`config.mk`:
```
export PLATFORM = sky130hd
export DESIGN_NAME = ram_bist_flat
export DESIGN_NICKNAME = d
export VERILOG_FILES = /design/src/rtl/ram_bist_pkg.sv /design/src/rtl/ram_bist_if.sv /design/src/rtl/ram_bist_pattern.sv /design/src/rtl/ram_bist.sv /design/src/flat_wrapper.sv
export SDC_FILE = /design/constraint.sdc
export NUM_CORES = 1
export LEC_CHECK = 0
export BUFFER_PORTS_ARGS = -buffer_cell sky130_fd_sc_hd__buf_2
export CAP_MARGIN = 20
export CORE_ASPECT_RATIO = 1.5
export CORE_MARGIN = 5
export CORE_UTILIZATION = 47
export DETAILED_ROUTE_END_ITERATION = 6
export GPL_TIMING_DRIVEN = 0
export PLACE_DENSITY = 0.78
export RECOVER_POWER = 50
export SYNTH_ARGS = -nofsm -noshare
export SYNTH_HDL_FRONTEND = slang
export SYNTH_SLANG_ARGS = --single-unit
export TNS_END_PERCENT = 5
```
`constraint.sdc`:
```
create_clock -name clk -period 1.7 [get_ports clk]
set_input_delay 0.34 -clock clk [delete_from_list [all_inputs] [get_ports clk]]
set_output_delay 0.34 -clock clk [all_outputs]
set_load 0.03 [all_outputs]
```
`src/rtl/ram_bist_pkg.sv`:
```
// Shared constants for the RAM BIST controller: FSM state encoding and default pattern seed.
package ram_bist_pkg;

  localparam logic [2:0] IDLE      = 3'd0;
  localparam logic [2:0] WRITE     = 3'd1;
  localparam logic [2:0] READ      = 3'd2;
  localparam logic [2:0] WRITE_INV = 3'd3;
  localparam logic [2:0] READ_INV  = 3'd4;
  localparam logic [2:0] DONE      = 3'd5;

  localparam logic [7:0] DEFAULT_SEED = 8'hA5;

endpackage

```
`src/rtl/ram_bist_if.sv`:
```
// Control, status and RAM-side signals of the BIST controller; master is the controller itself.
interface ram_bist_if #(
  parameter int ADDR_W = 8,
  parameter int DATA_W = 8
);
  logic              start;
  logic              abort;
  logic              ram_we;
  logic [ADDR_W-1:0] ram_addr;
  logic [DATA_W-1:0] ram_wdata;
  logic [DATA_W-1:0] ram_rdata;
  logic              busy;
  logic              done;
  logic              pass;
  logic [ADDR_W+1:0] err_cnt;
  logic [ADDR_W-1:0] fail_addr;
  logic              fail_inv;

  modport master (
    input  start, abort, ram_rdata,
    output ram_we, ram_addr, ram_wdata, busy, done, pass, err_cnt, fail_addr, fail_inv
  );

  modport slave (
    output start, abort, ram_rdata,
    input  ram_we, ram_addr, ram_wdata, busy, done, pass, err_cnt, fail_addr, fail_inv
  );
endinterface

```
`src/rtl/ram_bist_pattern.sv`:
```
// Expected-data generator: (addr ^ seed), optionally inverted; shared by write and compare paths.
module ram_bist_pattern #(
  parameter int ADDR_W = 8,
  parameter int DATA_W = 8
) (
  input  logic [ADDR_W-1:0] i_addr,
  input  logic [DATA_W-1:0] i_seed,
  input  logic              i_inv,
  output logic [DATA_W-1:0] o_data
);
  localparam int W = (ADDR_W > DATA_W) ? ADDR_W : DATA_W;

  logic [W-1:0] w_mix;

  assign w_mix  = W'(i_addr) ^ W'(i_seed);
  assign o_data = i_inv ? ~w_mix[DATA_W-1:0] : w_mix[DATA_W-1:0];
endmodule

```
`src/rtl/ram_bist.sv`:
```
// RAM BIST controller: write pattern, read back and compare, report results.
// Define RAM_BIST_INV_EN to add the inverted-pattern WRITE_INV/READ_INV pass.
module ram_bist
  import ram_bist_pkg::*;
#(
  parameter int              ADDR_W = 8,
  parameter int              DATA_W = 8,
  parameter logic [DATA_W-1:0] SEED = DATA_W'(DEFAULT_SEED)
) (
  input logic               clk,
  input logic               rst,
  ram_bist_if.master        bus
);

`ifdef RAM_BIST_INV_EN
  localparam logic [2:0] LAST_READ = READ_INV;
`else
  localparam logic [2:0] LAST_READ = READ;
`endif

  logic [2:0]        r_state;
  logic [ADDR_W-1:0] r_addr;
  logic [ADDR_W+1:0] r_err_cnt;
  logic [ADDR_W-1:0] r_fail_addr;
  logic              r_fail_seen;
  logic              r_pass;

  logic              w_inv;
  logic              w_wr_phase;
  logic              w_rd_phase;
  logic              w_last;
  logic              w_clear;
  logic              w_mismatch;
  logic              w_run_end;
  logic [DATA_W-1:0] w_expected;

`ifdef RAM_BIST_INV_EN
  assign w_inv      = (r_state == WRITE_INV) || (r_state == READ_INV);
  assign w_wr_phase = (r_state == WRITE) || (r_state == WRITE_INV);
  assign w_rd_phase = (r_state == READ)  || (r_state == READ_INV);
`else
  assign w_inv      = 1'b0;
  assign w_wr_phase = (r_state == WRITE);
  assign w_rd_phase = (r_state == READ);
`endif

  ram_bist_pattern #(.ADDR_W(ADDR_W), .DATA_W(DATA_W)) u_pattern (
    .i_addr (r_addr),
    .i_seed (SEED),
    .i_inv  (w_inv),
    .o_data (w_expected)
  );

  assign w_last     = &r_addr;
  assign w_clear    = bus.abort || (bus.start && ((r_state == IDLE) || (r_state == DONE)));
  assign w_mismatch = w_rd_phase && (bus.ram_rdata != w_expected);
  assign w_run_end  = w_last && (r_state == LAST_READ);

  // NOTE: RAM-side and status outputs decode straight from registers, so an async rst clears them at once.
  assign bus.ram_we    = w_wr_phase;
  assign bus.ram_addr  = r_addr;
  assign bus.ram_wdata = w_wr_phase ? w_expected : '0;
  assign bus.busy      = w_wr_phase || w_rd_phase;
  assign bus.done      = (r_state == DONE);
  assign bus.pass      = r_pass;
  assign bus.err_cnt   = r_err_cnt;
  assign bus.fail_addr = r_fail_addr;

  always_ff @(posedge clk or posedge rst) begin
    if (rst) begin
      r_state <= IDLE;
      r_addr  <= '0;
    end else if (bus.abort) begin
      r_state <= IDLE;
      r_addr  <= '0;
    end else begin
      case (r_state)
        IDLE, DONE: begin
          if (bus.start) begin
            r_state <= WRITE;
            r_addr  <= '0;
          end
        end
        WRITE: begin
          r_addr <= r_addr + 1'b1;
          if (w_last) r_state <= READ;
        end
        READ: begin
          r_addr <= r_addr + 1'b1;
`ifdef RAM_BIST_INV_EN
          if (w_last) r_state <= WRITE_INV;
`else
          if (w_last) r_state <= DONE;
`endif
        end
`ifdef RAM_BIST_INV_EN
        WRITE_INV: begin
          r_addr <= r_addr + 1'b1;
          if (w_last) r_state <= READ_INV;
        end
        READ_INV: begin
          r_addr <= r_addr + 1'b1;
          if (w_last) r_state <= DONE;
        end
`endif
        default: begin
          r_state <= IDLE;
          r_addr  <= '0;
        end
      endcase
    end
  end

  // Last read's compare is folded into pass on the same edge that enters DONE.
  always_ff @(posedge clk or posedge rst) begin
    if (rst) begin
      r_err_cnt   <= '0;
      r_fail_addr <= '0;
      r_fail_seen <= 1'b0;
      r_pass      <= 1'b0;
    end else if (w_clear) begin
      r_err_cnt   <= '0;
      r_fail_addr <= '0;
      r_fail_seen <= 1'b0;
      r_pass      <= 1'b0;
    end else begin
      if (w_mismatch) begin
        r_err_cnt <= r_err_cnt + 1'b1;
        if (!r_fail_seen) begin
          r_fail_addr <= r_addr;
          r_fail_seen <= 1'b1;
        end
      end
      if (w_run_end) r_pass <= (r_err_cnt == '0) && !w_mismatch;
    end
  end

`ifdef RAM_BIST_INV_EN
  logic r_fail_inv;

  always_ff @(posedge clk or posedge rst) begin
    if (rst)                           r_fail_inv <= 1'b0;
    else if (w_clear)                  r_fail_inv <= 1'b0;
    else if (w_mismatch && !r_fail_seen) r_fail_inv <= w_inv;
  end

  assign bus.fail_inv = r_fail_inv;
`else
  assign bus.fail_inv = 1'b0;
`endif

endmodule
```
`src/flat_wrapper.sv`:
```
// flat-port wrapper written by rule: the top's interface ports become plain ports
module ram_bist_flat import ram_bist_pkg::*;
#(
  parameter int              ADDR_W = 8,
  parameter int              DATA_W = 8,
  parameter logic [DATA_W-1:0] SEED = DATA_W'(DEFAULT_SEED)
)
  (clk, rst, bus_start, bus_abort, bus_ram_rdata, bus_ram_we, bus_ram_addr, bus_ram_wdata, bus_busy, bus_done, bus_pass, bus_err_cnt, bus_fail_addr, bus_fail_inv);
  ram_bist_if #(.ADDR_W(ADDR_W), .DATA_W(DATA_W)) bus_i ();
  input logic clk;
  input logic rst;
  input wire logic [$bits(bus_i.start)-1:0] bus_start;
  input wire logic [$bits(bus_i.abort)-1:0] bus_abort;
  input wire logic [$bits(bus_i.ram_rdata)-1:0] bus_ram_rdata;
  output wire logic [$bits(bus_i.ram_we)-1:0] bus_ram_we;
  output wire logic [$bits(bus_i.ram_addr)-1:0] bus_ram_addr;
  output wire logic [$bits(bus_i.ram_wdata)-1:0] bus_ram_wdata;
  output wire logic [$bits(bus_i.busy)-1:0] bus_busy;
  output wire logic [$bits(bus_i.done)-1:0] bus_done;
  output wire logic [$bits(bus_i.pass)-1:0] bus_pass;
  output wire logic [$bits(bus_i.err_cnt)-1:0] bus_err_cnt;
  output wire logic [$bits(bus_i.fail_addr)-1:0] bus_fail_addr;
  output wire logic [$bits(bus_i.fail_inv)-1:0] bus_fail_inv;
  assign bus_i.start = bus_start;
  assign bus_i.abort = bus_abort;
  assign bus_i.ram_rdata = bus_ram_rdata;
  assign bus_ram_we = bus_i.ram_we;
  assign bus_ram_addr = bus_i.ram_addr;
  assign bus_ram_wdata = bus_i.ram_wdata;
  assign bus_busy = bus_i.busy;
  assign bus_done = bus_i.done;
  assign bus_pass = bus_i.pass;
  assign bus_err_cnt = bus_i.err_cnt;
  assign bus_fail_addr = bus_i.fail_addr;
  assign bus_fail_inv = bus_i.fail_inv;
  ram_bist #(.ADDR_W(ADDR_W), .DATA_W(DATA_W), .SEED(SEED)) u_core (.clk(clk), .rst(rst), .bus(bus_i));
endmodule
```
==> out/results.tsv <==
stage	metric	value	unit
drt	DRT Wirelength	5100	um
drt	WL met1	1990	um
power_and_ir_drop	overall power	1.58	mW
worst_setup_path	CP Buf/Inv Count	3	
synth	main combinational cell family by area after synthesis	simple AND/OR/NAND/NOR gates	
worst_setup_path	CP top delay family	flip-flops	
clock_network	H-tree depth	2	
global_route	grt total ovfl	0	
worst_setup_path	CP max-delay cell	dfrtp_2	
worst_setup_path	reg-to-reg critical path startpoint	u_core.r_state[0]$_DFFE_PP0P_	
outcome	failing checks	setup timing	
synth	simple-gate share of the synthesized area	26.3	%
global_route	number of global-route vias before repair	1765	
timing	Slew Limit Fails	0	
hold_path	worst hold path class	in2async	
global_route	Total GRT Usage	19.3	%
drt	per-cell routed wire length	15.7	um
clock_network	CTS tree	built	
drt	initial DRC count	95	
power_and_ir_drop	Static Leak	1.29	nW
drt	met2 wire len	2820	um
global_route	initial antenna violation count	0	
timing	Slew HR	33.7	%
power_and_ir_drop	internal power	1.15	mW
drt	Met3 Routed Length	226	um
global_route	largest net degree at the start of global routing	22	
synth	Post-Synthesis Cells	208	
final_layout	# diodes	0	
drt	# DRC	0	
final_layout	Layout area overhead	36.5	%
drt	max layer used	met4	
timing	Final Setup Violations	18	
clock_network	Worst-Skew Late Latency	280	ps
worst_setup_path	CP required	1360	ps
worst_setup_path	Worst EP arrival	1500	ps
timing	fmax	544	MHz
timing	Tightest Pin Transition	993	ps
final_layout	share of layout cells above drive strength 1	40.5	%
synth	Seq/Total Area, Yosys	40.0	%
worst_setup_path	CP Capture Type	output port	
timing	Setup Skew	6.51	ps
synth	Synth cell types	43	
worst_setup_path	critical path startpoint	u_core.r_state[2]$_DFFE_PP0P_	
timing	crit share post-route	108	%
die	Die Width	62.5	um
final_layout	Final #Nets	293	
synth	Post-synth EDFFs	0	
synth	leading register cell type out of synthesis	dfrtp_1	
synth	compound-gate portion of the synthesized area	11.6	%
power_and_ir_drop	total power density per cell area	598	nW/um2
clock_network	Worst-path clk slew	70	ps
drt	drt pass-1 iters	4	
synth	Async SR Flop Fraction	100	%
die	Site Rows	28	
synth	synthesis-stage register bit count	31	
power_and_ir_drop	Logic pwr share	14.1	%
placed_design	post-DP HPWL	3490	um
synth	mux cell area share after synthesis	9.29	%
worst_setup_path	Crit Path Max Fanout	6	
synth	area share of fa/ha/maj cells after synthesis	1.94	%
worst_setup_path	most frequent CP cell	inv_2	
placed_design	port bufs	49	
power_and_ir_drop	Sw Share	27.2	%
final_layout	Core Util, Final	66.9	%
die	die area	5540	um2
power_and_ir_drop	worst vdd ir	0.583	mV
worst_setup_path	Reg2Reg Setup Slack	-110	ps
power_and_ir_drop	register share of total power	47.3	%
worst_setup_path	Startpoint Class	register	
synth	Syn. warnings	0	
die	Starting Density	49.0	%
clock_network	total CTS buffers	5	
drt	DR vias	1758	
timing	worst setup margin	-138	ps
worst_setup_path	crit path kind	reg2out	
outcome	status	finished with violations	
synth	Mapped Avg Cell Area	9.32	um2
drt	Vias/cell	5.43	
timing	fin crit period	1840	ps
die	die span in y	88.7	um
clock_network	CTS root buf	clkbuf_8	
timing	unrepaired setup endpoints after global routing	yes	
clock_network	Max clock buf depth	2	
timing	Final Hold Viols	0	
global_route	first-pass GRT wire length	8450	um
worst_setup_path	CP peak stage delay	440	ps
clock_network	CTS Sinks	31	
power_and_ir_drop	clock power share	38.6	%
clock_network	hold buffer count at CTS	0	
job	Max-cap violations	0	
synth	Mapped Area	1940	um2
synth	XOR/XNOR share of the synthesized area	4.97	%
placed_design	final RePlAce weighted congestion	0.826	
die	# IOs	51	
worst_setup_path	CP cell instances	inv_2 > nand3b_1 > inv_2 > and2_4 > buf_6	
die	Core ar.	3960	um2
synth	syn_nets	223	
drt	Routed Antenna Nets	0	
power_and_ir_drop	Sw Pwr	431	uW
-- synthesized netlist by cell type (2+ instances only) --
cell type / n / area (um2)
buf_2: 4 / 20.0
dfrtp_1: 31 / 776
inv_1: 8 / 30.0
nor2_1: 7 / 26.3
clkbuf_1: 4 / 15.0
a21o_1: 4 / 30.0
xnor2_1: 4 / 35.0
and2_1: 7 / 43.8
a21oi_1: 9 / 45.0
a2111oi_1: 2 / 20.0
nor4_4: 2 / 42.5
nand3_1: 6 / 30.0
o21ai_0: 8 / 40.0
and4_1: 3 / 26.3
nand2b_1: 8 / 50.1
nand4_1: 6 / 37.5
and3_1: 4 / 25.0
ha_1: 3 / 37.5
mux2i_1: 18 / 180
xor2_1: 7 / 61.3
nor3b_1: 5 / 37.5
nand2_1: 34 / 128
buf_4: 4 / 30.0
-- power by group through the flow --
stage	Combinational [mW]	Clock, mW	Sequential (mW)
floorplan	0.123	0	0.766
global placement	0.183	0	0.762
detailed placement	0.193	0	0.762
CTS	0.219	0.623	0.748
global route	0.244	0.659	0.749
finish	0.224	0.611	0.749
-- per-layer routing --
| metal | vias to the layer above | GRT usage (%) |
|---|---|---|
| met2 | 52 | 36.0 |
| met3 | 7 | 4.83 |
| li1 | 858 | - |
| met5 | - | 0 |
| met1 | 841 | 20.8 |
| met4 | 0 | 7.53 |
-- area by class of cell --
type / count / area (um2)
flip-flops and latches: 31 / 786
clock inverters: 1 / 5.00
multi-input cells: 155 / 1140
repair buffers: 64 / 435
well taps: 45 / 56.3
inverters: 8 / 30.0
fillers: 312 / 1310
clock buffers: 7 / 86.3
plain buffers: 13 / 104
-- per-stage QoR --
step	TNS (ps)	setup WS, ps	hold WS, ps	area [um2]	instances
2_1_floorplan	-794	-72.5	403	1970	208
3_3_place_gp	-3880	-220	509	2270	302
3_5_place_dp	-3750	-217	396	2300	303
4_1_cts	-1610	-135	86.1	2590	322
5_1_grt	-4310	-233	64.9	2650	324
6_report	-1690	-138	28.5	2650	324
-- what timing repair did --
item | in CTS | in global routing
buffers inserted | 12 | 2
setup endpoints to repair | 30 | 38
pin swaps | 5 | 2
gates resized for setup | 29 | 19
-- cell usage in the layout (no fill, tap or decap), types with 5 or more instances in the layout --
cell type,netlist,final
o21ai_0,8,8
nand4_1,6,6
clkbuf_8,0,6
buf_4,4,19
nand2b_1,8,8
dfrtp_1,31,23
nor3b_1,5,5
nand3_1,6,5
buf_2,4,41
xor2_1,7,5
inv_1,8,6
a21oi_1,9,9
nor2_1,7,5
mux2i_1,18,18
buf_6,1,10
nand2_1,34,34
dfrtp_2,0,8
-- kinds of logic after synthesis --
kind of cell | count (synthesis)
xor gates and xnor gates | 11
other | 1
muxes | 18
adders and majority gates | 3
DFF | 31
AOI/OAI and AO/OA | 32
and+or+nand+nor | 90
buffers and inverters | 22
-- sequential cells by signal, summed over array words and instances (netlist names) --
signal and flops:
u_core.bus.err_cnt 10, u_core.r_fail_seen 1, u_core.bus.fail_addr 8, u_core.bus.ram_addr 8, u_core.r_state 3, u_core.bus.pass 1
-- final timing paths --
| check | endpoint | depth (start not counted) |
|---|---|---|
| setup / recovery | bus_ram_wdata[3] | 5 |
| hold / removal | u_core.bus.fail_addr[3]$_DFFE_PP0P_ | 2 |
| setup reg to reg | u_core.bus.fail_addr[3]$_DFFE_PP0P_ | 7 |
| hold reg to reg | u_core.bus.fail_addr[0]$_DFFE_PP0P_ | 2 |
| max in group asynchronous | u_core.r_state[2]$_DFFE_PP0P_ | 3 |
| min in group clk | u_core.r_state[1]$_DFFE_PP0P_ | 2 |
Power figures use the tool's default switching activity.
